===== src/rtl/adder56_pkg.sv =====
// Shared widths and types for the shared 56-bit mantissa adder.
package adder56_pkg;
  localparam int DEF_NUM_REQ = 4;
  localparam int A_W         = 56;
  localparam int B_W         = 55;
  localparam int SUM_W       = A_W + 1;
  localparam int DEF_ID_W    = $clog2(DEF_NUM_REQ);

  typedef logic [A_W-1:0]   a_t;
  typedef logic [B_W-1:0]   b_t;
  typedef logic [SUM_W-1:0] sum_t;

  function automatic a_t zext_b(input b_t b);
    return {{(A_W-B_W){1'b0}}, b};
  endfunction
endpackage


===== src/rtl/adder56_share_arbiter_if.sv =====
// Request/response bundle between the mantissa stages and the shared adder.
interface adder56_share_arbiter_if
  import adder56_pkg::*;
  #(parameter int NUM_REQ = DEF_NUM_REQ);
  localparam int ID_W = $clog2(NUM_REQ);

  logic [NUM_REQ-1:0]     req_valid;
  logic [NUM_REQ-1:0]     req_ready;
  logic [NUM_REQ*A_W-1:0] req_a;
  logic [NUM_REQ*B_W-1:0] req_b;
  logic                   rsp_valid;
  logic                   rsp_ready;
  sum_t                   rsp_sum;
  logic [ID_W-1:0]        rsp_id;

  modport master (
    output req_valid, req_a, req_b, rsp_ready,
    input  req_ready, rsp_valid, rsp_sum, rsp_id
  );
  modport slave (
    input  req_valid, req_a, req_b, rsp_ready,
    output req_ready, rsp_valid, rsp_sum, rsp_id
  );
endinterface


===== src/rtl/adder56_share_arbiter_rr_arbiter.sv =====
// Round-robin picker: first valid request at or above ptr, wrapping around.
module rr_arbiter #(
  parameter int NUM_REQ = 4,
  parameter int ID_W    = $clog2(NUM_REQ)
) (
  input  logic [NUM_REQ-1:0] req,
  input  logic [ID_W-1:0]    ptr,
  output logic [NUM_REQ-1:0] grant,
  output logic [ID_W-1:0]    grant_idx
);
  logic [ID_W-1:0] idx;
  logic            found;

  always_comb begin
    grant     = '0;
    grant_idx = '0;
    found     = 1'b0;
    idx       = '0;
    for (int k = 0; k < NUM_REQ; k++) begin
      idx = ID_W'((int'(ptr) + k) % NUM_REQ);
      if (!found && req[idx]) begin
        found      = 1'b1;
        grant[idx] = 1'b1;
        grant_idx  = idx;
      end
    end
  end
endmodule


===== src/rtl/adder56_share_arbiter.sv =====
// One shared 56+55 bit adder behind a round-robin arbiter and a single result slot.
module adder56_share_arbiter
  import adder56_pkg::*;
  #(parameter int NUM_REQ = DEF_NUM_REQ)
(
  input  logic                     clk,
  input  logic                     rst_n,
  adder56_share_arbiter_if.slave   bus
);
  localparam int ID_W = $clog2(NUM_REQ);

  a_t                 a_arr [NUM_REQ];
  b_t                 b_arr [NUM_REQ];
  logic [NUM_REQ-1:0] grant;
  logic [ID_W-1:0]    grant_idx;
  logic [ID_W-1:0]    rr_ptr;
  logic               can_accept;
  logic               accept;
  a_t                 a_p0;
  b_t                 b_p0;
  sum_t               sum_p0;
  logic               vld_p1;
  sum_t               sum_p1;
  logic [ID_W-1:0]    id_p1;

  for (genvar g = 0; g < NUM_REQ; g++) begin : g_unpack
    assign a_arr[g] = bus.req_a[g*A_W +: A_W];
    assign b_arr[g] = bus.req_b[g*B_W +: B_W];
  end

  rr_arbiter #(.NUM_REQ(NUM_REQ), .ID_W(ID_W)) u_arb (
    .req       (bus.req_valid),
    .ptr       (rr_ptr),
    .grant     (grant),
    .grant_idx (grant_idx)
  );

  // Slot frees up in the same cycle the consumer drains it, so no bubble between results.
  assign can_accept    = ~vld_p1 | bus.rsp_ready;
  assign bus.req_ready = (rst_n && can_accept) ? grant : '0;
  assign accept        = |bus.req_ready;

  // Stage p0: operand mux and the single shared adder
  assign a_p0   = a_arr[grant_idx];
  assign b_p0   = b_arr[grant_idx];
  assign sum_p0 = {1'b0, a_p0} + {1'b0, zext_b(b_p0)};

  // Stage p1: result slot and round-robin pointer
  always_ff @(posedge clk or negedge rst_n) begin
    if (!rst_n) begin
      vld_p1 <= 1'b0;
      sum_p1 <= '0;
      id_p1  <= '0;
      rr_ptr <= '0;
    end else if (accept) begin
      vld_p1 <= 1'b1;
      sum_p1 <= sum_p0;
      id_p1  <= grant_idx;
      rr_ptr <= (int'(grant_idx) == NUM_REQ-1) ? '0 : grant_idx + 1'b1;
    end else if (bus.rsp_ready) begin
      vld_p1 <= 1'b0;
    end
  end

  assign bus.rsp_valid = vld_p1;
  assign bus.rsp_sum   = sum_p1;
  assign bus.rsp_id    = id_p1;
endmodule

===== src/flat_wrapper.sv =====
// flat-port wrapper written by rule: the top's interface ports become plain ports
module adder56_share_arbiter_flat import adder56_pkg::*;
#(parameter int NUM_REQ = DEF_NUM_REQ)
  (clk, rst_n, bus_req_valid, bus_req_a, bus_req_b, bus_rsp_ready, bus_req_ready, bus_rsp_valid, bus_rsp_sum, bus_rsp_id);
  adder56_share_arbiter_if #(.NUM_REQ(NUM_REQ)) bus_i ();
  input  logic clk;
  input  logic rst_n;
  input wire logic [$bits(bus_i.req_valid)-1:0] bus_req_valid;
  input wire logic [$bits(bus_i.req_a)-1:0] bus_req_a;
  input wire logic [$bits(bus_i.req_b)-1:0] bus_req_b;
  input wire logic [$bits(bus_i.rsp_ready)-1:0] bus_rsp_ready;
  output wire logic [$bits(bus_i.req_ready)-1:0] bus_req_ready;
  output wire logic [$bits(bus_i.rsp_valid)-1:0] bus_rsp_valid;
  output wire logic [$bits(bus_i.rsp_sum)-1:0] bus_rsp_sum;
  output wire logic [$bits(bus_i.rsp_id)-1:0] bus_rsp_id;
  assign bus_i.req_valid = bus_req_valid;
  assign bus_i.req_a = bus_req_a;
  assign bus_i.req_b = bus_req_b;
  assign bus_i.rsp_ready = bus_rsp_ready;
  assign bus_req_ready = bus_i.req_ready;
  assign bus_rsp_valid = bus_i.rsp_valid;
  assign bus_rsp_sum = bus_i.rsp_sum;
  assign bus_rsp_id = bus_i.rsp_id;
  adder56_share_arbiter #(.NUM_REQ(NUM_REQ)) u_core (.clk(clk), .rst_n(rst_n), .bus(bus_i));
endmodule

===== config.mk =====
export PLATFORM = sky130hd
export DESIGN_NAME = adder56_share_arbiter_flat
export DESIGN_NICKNAME = d
export VERILOG_FILES = /design/src/rtl/adder56_pkg.sv /design/src/rtl/adder56_share_arbiter_if.sv /design/src/rtl/adder56_share_arbiter_rr_arbiter.sv /design/src/rtl/adder56_share_arbiter.sv /design/src/flat_wrapper.sv
export SDC_FILE = /design/constraint.sdc
export NUM_CORES = 1
export LEC_CHECK = 0
export CAP_MARGIN = 20
export CORE_AREA = 4 4 196 198
export DETAILED_ROUTE_END_ITERATION = 8
export DIE_AREA = 0 0 200 202
export GPL_TIMING_DRIVEN = 1
export PLACE_DENSITY = 0.65
export RECOVER_POWER = 25
export SLEW_MARGIN = 20
export SYNTH_ARGS = -nofsm -noshare
export SYNTH_HDL_FRONTEND = slang
export SYNTH_SLANG_ARGS = --single-unit

===== constraint.sdc =====
create_clock -name clk -period 9.6 [get_ports clk]
set_input_delay 0.96 -clock clk [delete_from_list [all_inputs] [get_ports clk]]
set_output_delay 0.96 -clock clk [all_outputs]
set_load 0.02 [all_outputs]

-- After elaboration in Yosys (flattened, before gate mapping)
Index checks and enable logic that the tools add are counted.
- equal/unequal tests: 1
- add/subtract/negate cells: 5
- bitwise gates (word level): 6
- reductions and logical operators: 13
- order comparisons: 9
- muxes and demuxes: 37
- operators by type and width (cell ; count):
    56-bit binary-select mux with 2-bit select ; 1
    56-bit two-way mux ; 2
    55-bit binary-select mux with 2-bit select ; 1
    55-bit two-way mux ; 2
    56-bit by 55-bit adder with 57-bit output ; 1
    4-bit two-way mux ; 5
    1-bit two-way mux ; 13
    2-bit by 3-bit less-than comparator with 1-bit output (second input constant) ; 4
    4-bit bitwise OR ; 3
    2-bit two-way mux ; 5
    1-bit binary-select mux with 2-bit select ; 4
    1-bit demux with 2-bit select ; 4
    2-bit by 1-bit greater-or-equal comparator with 1-bit output (second input constant) ; 4
    1-bit logical AND ; 8
    2-bit by 1-bit adder with 2-bit output (second input constant) ; 2
    2-bit adder (second input constant) ; 2
    4-bit OR reduction ; 1
    3-bit greater-or-equal comparator (second input constant) ; 1
    1-bit logical NOT ; 3
    2-bit inverter with 3-bit output ; 1
    2-bit by 1-bit == test with 1-bit output (second input constant) ; 1
    2-bit nonzero test ; 1
    1-bit inverter ; 1
    1-bit bitwise OR ; 1
- output and inout bits: 64
- word-level logic and storage cells: 75
- input port bits: 451
- flip-flop bits (word level): 62

-- Longest topological paths before layout
Gate-level depths: netlist of run 1.
- depth after elaboration: 17
- depth in mapped cells: 25
- depth with buffers taken out: 22

-- Hierarchy
Synthesis of run 1 repeated with hierarchy kept, for this count alone.
- cell total of the unflattened synthesis: 897
- area total of the unflattened synthesis: 8695.8 um^2
- by module, submodules not included (module ; seq. area each (um^2) ; area an instance (um^2) ; cells each ; instances):
    adder56_share_arbiter ; 1551.5 ; 8291.7 ; 849 ; 1
    rr_arbiter ; 0.0 ; 404.1 ; 48 ; 1

-- Worst setup path before layout of run 1
Ideal clock, no wire load.
- path type: reg2reg
- start point: register u_core.rr_ptr[0]
- end point: register u_core.sum_p1[46] (netlist: u_core.bus.rsp_sum[46])
- stages on the path, launching flop included: 24
- data arrival time: 5.340 ns
- clock period less this slack: 5.477 ns
- path buffers: 3
- data required time: 9.463 ns
- library setup time: 0.137 ns
- path slack: 4.123 ns
- cell sequence: dfrtp_1 > buf_2 > inv_1 > ha_1 > nor2_1 > a21oi_1 > o311ai_1 > nand2_1 > a21boi_1 > clkbuf_1 > clkbuf_1 > nand2_1 > a31oi_1 > ha_1 > fa_1 > a21o_1 > a311oi_1 > nand3b_1 > a2111oi_1 > o211ai_1 > a41o_1 > o31ai_1 > xnor2_1 > a21oi_1
- cells in the longest elaborated chain, start to end: 17
- elaborated cells between the ends (all ways): 61
- those cells by class: add/sub: 4; order compare: 8; mux: 34; bitwise: 4; reduce/logical: 11
- ends and longest elaborated chain (what ; RTL line ; text):
    from (decl) ; adder56_share_arbiter.sv:16 ; logic [ID_W-1:0] rr_ptr;
    from (signal assigned) ; adder56_share_arbiter.sv:59 ; rr_ptr <= (int'(grant_idx) == NUM_REQ-1) ? '0 : grant_idx + 1'b1;
    branches (longest 17 deep; another with 2-bit by 1-bit adder with 2-bit output) ; n/a ;
    to (signal assigned) ; adder56_share_arbiter.sv:57 ; sum_p1 <= sum_p0;
    to (decl) ; adder56_share_arbiter.sv:23 ; sum_t sum_p1;
Several ways; the timed one is not identified. The select of a mux whose other input is x is not followed.
A chain may end at the register's enable or synchronous reset.

-- Worst setup path after layout of run 1
- start point: register u_core.rr_ptr[0]
- end point: register u_core.sum_p1[54] (netlist: u_core.bus.rsp_sum[54])
The elaborated chain is that of the path after synthesis.

==> impl_summary.log, run 1 <==
[metrics] initial antenna violation count: 5
[metrics] HP Class: reg -> reg
[metrics] overall die height: 202 um
[metrics] clk sink count: 62
[metrics] instance area at placement: 14,700 um^2
[metrics] fraction of synthesis flops using an asynchronous set or reset pin: 1.00
[metrics] clk slew on worst S/H paths: 0.06 ns
[metrics] number of nets in the layout: 2,302
[metrics] Rel. slew slack: -1.44
[metrics] pin count of the biggest net entering global routing: 85
[metrics] count of unresolved DRC violations after routing: 0
[metrics] overflow left after global routing: 0
[metrics] vias per cell: 5.29
[metrics] post-CTS setup buffers: 0
[metrics] Synth Net Count: 1,866
[metrics] total die area: 40,400 um^2
[metrics] clock latency reported for the late side of the worst-skew pair: 0.34 ns
[metrics] Setup Skew: 0.00945 ns
[metrics] Final Cycle Share: 0.760
[metrics] arrival time at the worst endpoint: 7.54 ns
[metrics] post-route antenna net violation count: 0
[metrics] Crit Path Category: reg -> reg
[metrics] global-route wire length before repair: 73,100 um
[metrics] post-cts gate resize count: 0
[metrics] die width: 200 um
[metrics] share of final-layout standard cells stronger than drive strength 1: 0.0301
[metrics] combined area of the multi-input logic cells: 7190 um^2
[metrics] run status: complete, but fails checks
[metrics] most common library cell in the layout ignoring fill and taps: clkdlybuf4s50_1
[metrics] area of the mapped netlist: 9190 um^2
[metrics] synthesized instance count: 1,352
[metrics] DRT Pass-1 Iters: 9
[metrics] overall routed net length: 50,100 um
[metrics] slew at the pin with the worst max-slew slack: 3.66 ns
[metrics] post-route setup TNS: 0 ns
[metrics] Final setup violation count: 0
[metrics] input/output buffers: 514
[metrics] total number of vias: 12,000
[metrics] Startpoint Class: flop
[metrics] number of hold-repair buffers added at the cts stage: 0
[metrics] capturing element type of the critical path: flop
[metrics] worst stage delay on the critical path: 1.06 ns
[metrics] count of warnings emitted by yosys: 0
[metrics] total of max-cap violations: 1
[metrics] CTS buffer count: 9
[metrics] average detailed-routed wire length per instance: 22.2 um
[metrics] number of rows in the core area: 70
[metrics] most frequent cells in the layout: clkdlybuf4s50_1 (513), nand2_1 (289), a31oi_1 (121)
[metrics] Final HPWL DP: 42,000 um
[metrics] clock tree buffer depth: 2
[metrics] unrepaired setup endpoints after global routing: no
[metrics] synth unique cells: 63
[metrics] GPL Wtd Cong: 0.930
[metrics] violations in the final reports: capacitance limit, slew limit
[metrics] Max Fanout on Critical Path: 75
[metrics] starting utilization of the core area: 0.252
[metrics] number of synthesized flops with an enable pin: 0
[metrics] post-placement worst setup slack: 2.13 ns
[metrics] required time reported for the critical path endpoint: 9.84 ns
[metrics] critical path's slowest cell: a2111oi_1
[metrics] number of fill cells: 3,733
[metrics] standard cell core area: 36,500 um^2
[metrics] number of global-route vias before repair: 11,800
[metrics] design area: 15,000 um^2
[metrics] maximum operating frequency: 137 MHz
[metrics] fraction of the core area covered by cells at the end of the flow: 0.410
[metrics] TritonCTS clock tree: built
[metrics] cell at the root of the clock tree: clkbuf_16
[metrics] leading register cell type out of synthesis: dfrtp_1
[metrics] number of slew-limit violations in the final report: 63
[metrics] portion of the post-synthesis area used by sequential elements: 0.169
[metrics] smallest setup slack after layout: 2.31 ns
[metrics] CTS H-tree lvls: 3
[metrics] Hold Fails Final Rpt: 0
[metrics] sequence of cells on the critical path: inv_1 > ha_1 > nor2_1 > a21oi_1 > o311ai_1 > nand2_1 > nand2_1 > nand2_4 > buf_4 > and2_1 > a211oi_1 > a31oi_1 > ha_1 > nand4_1 > a2111oi_1 > o21ai_0 > a21oi_1 > o21ai_0 > mux2_2 > a311oi_1
[metrics] time the final worst path needs with I/O delays and setup: 7.29 ns
[metrics] register cell area after layout: 1550 um^2
[metrics] Ports: 515
[metrics] initial detailed-routing violation count: 867
[metrics] post-synthesis area per instance: 6.80 um^2
[metrics] area growth from synthesis to layout: 63.0%
[metrics] All-Layer GR Usage: 0.235
[metrics] register bit count reported by yosys: 62
[final timing paths]
| check | startpoint | endpoint | slack (ns) | cells past startpoint |
|---|---|---|---|---|
| worst max-delay path | u_core.rr_ptr[0] | u_core.bus.rsp_sum[54] | 2.31 | 20 |
| worst min-delay path | u_core.bus.rsp_sum[30] | u_core.bus.rsp_sum[30] | 0.47 | 2 |
| worst max register to register | u_core.rr_ptr[0] | u_core.bus.rsp_sum[54] | 2.31 | 20 |
| worst min register to register | u_core.bus.rsp_sum[30] | u_core.bus.rsp_sum[30] | 0.47 | 2 |
| max in group asynchronous | rst_n | u_core.bus.rsp_sum[37] | 5.45 | 2 |
| min in group asynchronous | rst_n | u_core.bus.rsp_sum[48] | 2.07 | 2 |
[synth_stat cells (5+ instances only)]
cell type	instances	area [um^2]
nor4_1	6	37.5
nand3_1	12	60.1
a21o_1	32	240
mux2_2	7	78.8
o21a_1	7	52.6
nand2b_1	7	43.8
xnor2_1	26	228
nor3_1	11	55.1
nor2b_1	7	43.8
inv_1	21	78.8
nor2_1	69	259
ha_1	62	776
clkbuf_1	98	368
and2_1	108	676
a211oi_1	120	901
xor2_1	23	201
and2_0	10	62.6
o21bai_1	10	75.1
a31o_2	5	43.8
a31oi_1	121	757
nand2_1	290	1090
and3_1	7	43.8
a41oi_1	5	43.8
o211ai_1	7	52.6
o31ai_1	6	45.0
dfrtp_1	62	1550
o21ai_0	52	260
nand4_1	8	50.1
a21oi_1	90	450
[layer usage]
| metal | global-route usage | routed length [um] | vias to the layer above |
|---|---|---|---|
| met2 | 0.398 | 24200 | 484 |
| met3 | 0.0428 | 3250 | 49 |
| met5 | 0 | 46 | - |
| met4 | 0.0417 | 796 | 8 |
| li1 | - | - | 5796 |
| met1 | 0.315 | 21800 | 5625 |
[per-stage QoR]
| stage | hold WS [ns] | std cells |
|---|---|---|
| finish | 0.474 | 2262 |
| detailed placement | 0.462 | 2245 |
| CTS | 0.475 | 2261 |
| floorplan | 0.583 | 1352 |
| global route | 0.495 | 2262 |
| global placement | 0.460 | 2245 |
[cells by family after synthesis]
| logic type | count (synthesis) | share of synthesized area |
|---|---|---|
| AND/OR/NAND/NOR | 552 | 0.278 |
| multiplexers | 12 | 0.0181 |
| AO/OA/AOI/OAI | 488 | 0.350 |
| flip-flops | 62 | 0.169 |
| adder cells (fa/ha/maj) | 63 | 0.0866 |
| buffers and inverters | 126 | 0.0520 |
| XOR/XNOR | 49 | 0.0467 |
[registers in the layout, summed over array words and instances (netlist names)]
signal                flops
u_core.rr_ptr             2
u_core.bus.rsp_id         2
u_core.bus.rsp_sum       57
u_core.bus.rsp_valid      1
[critical path, delay by kind of cell (launching register included)]
kind / cells / cell delay (ns)
AOI/OAI and AO/OA: 9 / 2.96
adders and majority gates: 2 / 0.95
buffers and inverters: 2 / 0.79
DFF: 1 / 0.66
muxes: 1 / 0.29
and+or+nand+nor: 6 / 1.49
[cell type report]
class                           count  share of cell area
Tap cell                          468              0.0391
Antenna cell                        1            0.000167
Inverter                           21             0.00526
Clock inverter                      7             0.00326
Clock buffer                        9              0.0150
Multi-Input combinational cell   1164               0.480
Timing Repair Buffer              530               0.353
Sequential cell                    62               0.104
Power of run 1 is left out: the tool's default activity adds up to more than one toggle a clock period on the data nets, which glitch-free logic cannot reach.
==> run 2: changes to the inputs <==
--- a/config.mk
+++ b/config.mk
@@ -10,7 +10,7 @@
 export DETAILED_ROUTE_END_ITERATION = 8
 export DIE_AREA = 0 0 200 202
 export GPL_TIMING_DRIVEN = 1
-export PLACE_DENSITY = 0.65
+export PLACE_DENSITY = 0.67
 export RECOVER_POWER = 25
 export SLEW_MARGIN = 20
 export SYNTH_ARGS = -nofsm -noshare
==> constraint.sdc (replaced) <==
create_clock -name clk -period 6.57 [get_ports clk]
set_input_delay 0.657 -clock clk [delete_from_list [all_inputs] [get_ports clk]]
set_output_delay 0.657 -clock clk [all_outputs]
set_load 0.02 [all_outputs]
==> run 2 against run 1 <==
Against the previous run: critical path depth rose by 3; via count grew 1.1%; the flow still finishes with violations (capacitance limit, slew limit); sequential share of layout area down 0.16 points; worst setup slack worse by 1.9 ns; count of clock-buffer cells in the layout did not move; flip-flop and latch count unchanged; first-iteration DRC count rose by 2.4%; fmax increased by 19%; clock skew rose by 0.0019 ns; wire length is 1.1% higher; worst hold slack better by 0.00077 ns; non-clock buffer count grew 19; highest routed layer unchanged.
==> impl_summary.log, run 2 (synthesized netlist as in run 1, its figures left out) <==
[metrics] time the final worst path needs with I/O delays and setup: 6.14 ns
[metrics] initial detailed-routing violation count: 888
[metrics] number of fill cells: 3,687
[metrics] Startpoint Class: flop
[metrics] violations in the final reports: capacitance limit, slew limit
[metrics] M1 WL: 21,900 um
[metrics] CP top delay family: compound AO/OA/AOI/OAI gates
[metrics] max FFs per register: 57
[metrics] most frequent cells in the layout: clkdlybuf4s50_1 (513), nand2_1 (289), a31oi_1 (121)
[metrics] combined area of the multi-input logic cells: 7210 um^2
[metrics] design area: 15,200 um^2
[metrics] worst hold margin: 0.475 ns
[metrics] Setup Skew: 0.0113 ns
[metrics] worst stage delay on the critical path: 0.55 ns
[metrics] most common library cell in the layout ignoring fill and taps: clkdlybuf4s50_1
[metrics] clk sink count: 62
[metrics] Final HPWL DP: 42,900 um
[metrics] instance area at placement: 14,900 um^2
[metrics] sequence of cells on the critical path: inv_1 > ha_1 > nor2_1 > a21oi_1 > o311ai_4 > nand2_1 > nand2_1 > nand2_4 > buf_4 > and2_1 > a211oi_1 > a31oi_1 > fa_1 > a21o_1 > a311oi_1 > nand3b_1 > a2111oi_1 > buf_4 > o21ai_0 > a21oi_1 > o21ai_0 > mux2_2 > a311oi_1
[metrics] clock tree buffer depth: 2
[metrics] pin count of the biggest net entering global routing: 74
[metrics] post-route antenna net violation count: 0
[metrics] CTS H-tree lvls: 3
[metrics] number of rows in the core area: 70
[metrics] Ports: 515
[metrics] total die area: 40,400 um^2
[metrics] DRT Pass-1 Iters: 5
[metrics] Final setup violation count: 0
[metrics] smallest setup slack after layout: 0.434 ns
[metrics] post-cts gate resize count: 0
[metrics] count of unresolved DRC violations after routing: 0
[metrics] unrepaired setup endpoints after global routing: no
[metrics] overall routed net length: 50,700 um
[metrics] WL met2: 24,300 um
[metrics] vias per cell: 5.29
[metrics] input/output buffers: 514
[metrics] run status: complete, but fails checks
[metrics] standard cell core area: 36,500 um^2
[metrics] post-route setup TNS: 0 ns
[metrics] TritonCTS clock tree: built
[metrics] number of nets in the layout: 2,321
[metrics] arrival time at the worst endpoint: 6.39 ns
[metrics] Rel. slew slack: -1.41
[metrics] starting utilization of the core area: 0.252
[metrics] clk slew on worst S/H paths: 0.07 ns
[metrics] post-CTS setup buffers: 0
[metrics] Hold Fails Final Rpt: 0
[metrics] post-placement worst setup slack: 0.165 ns
[metrics] sum of met3 wire segment lengths after detailed routing: 3260 um
[metrics] Final Cycle Share: 0.934
[metrics] number of slew-limit violations in the final report: 64
[metrics] overall die height: 202 um
[metrics] overflow left after global routing: 0
[metrics] GPL Wtd Cong: 0.935
[metrics] slew at the pin with the worst max-slew slack: 3.61 ns
[metrics] required time reported for the critical path endpoint: 6.82 ns
[metrics] count of buffering cells on the critical path with inverters included: 3
[metrics] average detailed-routed wire length per instance: 22.2 um
[metrics] register cell area after layout: 1550 um^2
[metrics] global-route wire length before repair: 73,200 um
[metrics] critical path's slowest cell: dfrtp_1
[metrics] Crit Path Category: reg -> reg
[metrics] area growth from synthesis to layout: 65.5%
[metrics] die width: 200 um
[metrics] total number of vias: 12,100
[metrics] uppermost metal layer occupied by signal nets: met5
[metrics] clock latency reported for the late side of the worst-skew pair: 0.35 ns
[metrics] initial antenna violation count: 9
[metrics] HP Class: reg -> reg
[metrics] capturing element type of the critical path: flop
[metrics] Max Fanout on Critical Path: 32
[metrics] share of final-layout standard cells stronger than drive strength 1: 0.0419
[metrics] cell at the root of the clock tree: clkbuf_16
[metrics] CTS buffer count: 9
[metrics] maximum operating frequency: 163 MHz
[metrics] number of hold-repair buffers added at the cts stage: 0
[metrics] total of max-cap violations: 1
[metrics] All-Layer GR Usage: 0.236
[metrics] number of global-route vias before repair: 11,900
==> run 2: layout make-up <==
type | instances | share of cell area
clock inverters | 7 | 0.00313
clock buffers | 9 | 0.0148
well taps | 468 | 0.0385
inverters | 21 | 0.00518
multi-input cells | 1164 | 0.474
diodes | 5 | 0.000823
repair buffers | 549 | 0.361
flip-flops and latches | 62 | 0.102
==> run 2: stage by stage <==
step | util | std cells
after floorplan | - | 1352
final | 0.416 | 2285
after global placement | 0.408 | 2264
after global routing | 0.416 | 2284
after detailed placement | 0.408 | 2264
after CTS | 0.415 | 2280
==> run 2: final timing paths <==
path	start	to	slack, ns	cells after the start
max in group asynchronous	rst_n	u_core.bus.rsp_sum[10]	3.00	1
min in group asynchronous	rst_n	u_core.bus.rsp_sum[53]	1.53	1
max reg2reg	u_core.rr_ptr[1]	u_core.bus.rsp_sum[54]	0.43	23
min	u_core.bus.rsp_sum[19]	u_core.bus.rsp_sum[19]	0.48	2
max	u_core.rr_ptr[1]	u_core.bus.rsp_sum[54]	0.43	23
min reg2reg	u_core.bus.rsp_sum[19]	u_core.bus.rsp_sum[19]	0.48	2
==> run 2: routing by layer <==
| metal | up-vias | track usage |
|---|---|---|
| met5 | - | 0 |
| met4 | 8 | 0.0691 |
| met3 | 73 | 0.0438 |
| met2 | 505 | 0.388 |
| met1 | 5678 | 0.315 |
| li1 | 5832 | - |
==> run 2: worst register-to-register path, delay by kind of cell, from the launching register on <==
kind	cells	cell delay [ns]
mux	1	0.37
compound gates	11	2.37
buf+inv	3	0.68
flops	1	0.55
simple gates	6	1.17
fa+ha+maj	2	0.90
Power of run 2 is left out for the same reason.
==> run 3: changes to the inputs <==
--- a/config.mk
+++ b/config.mk
@@ -7,6 +7,7 @@
 export LEC_CHECK = 0
 export CAP_MARGIN = 20
 export CORE_AREA = 4 4 196 198
+export CTS_CLUSTER_SIZE = 8
 export DETAILED_ROUTE_END_ITERATION = 8
 export DIE_AREA = 0 0 200 202
 export GPL_TIMING_DRIVEN = 1
==> results of run 3 <==
No change in the layout: final DEF, timing and power equal those of run 2.
Power of run 3 is left out for the same reason.
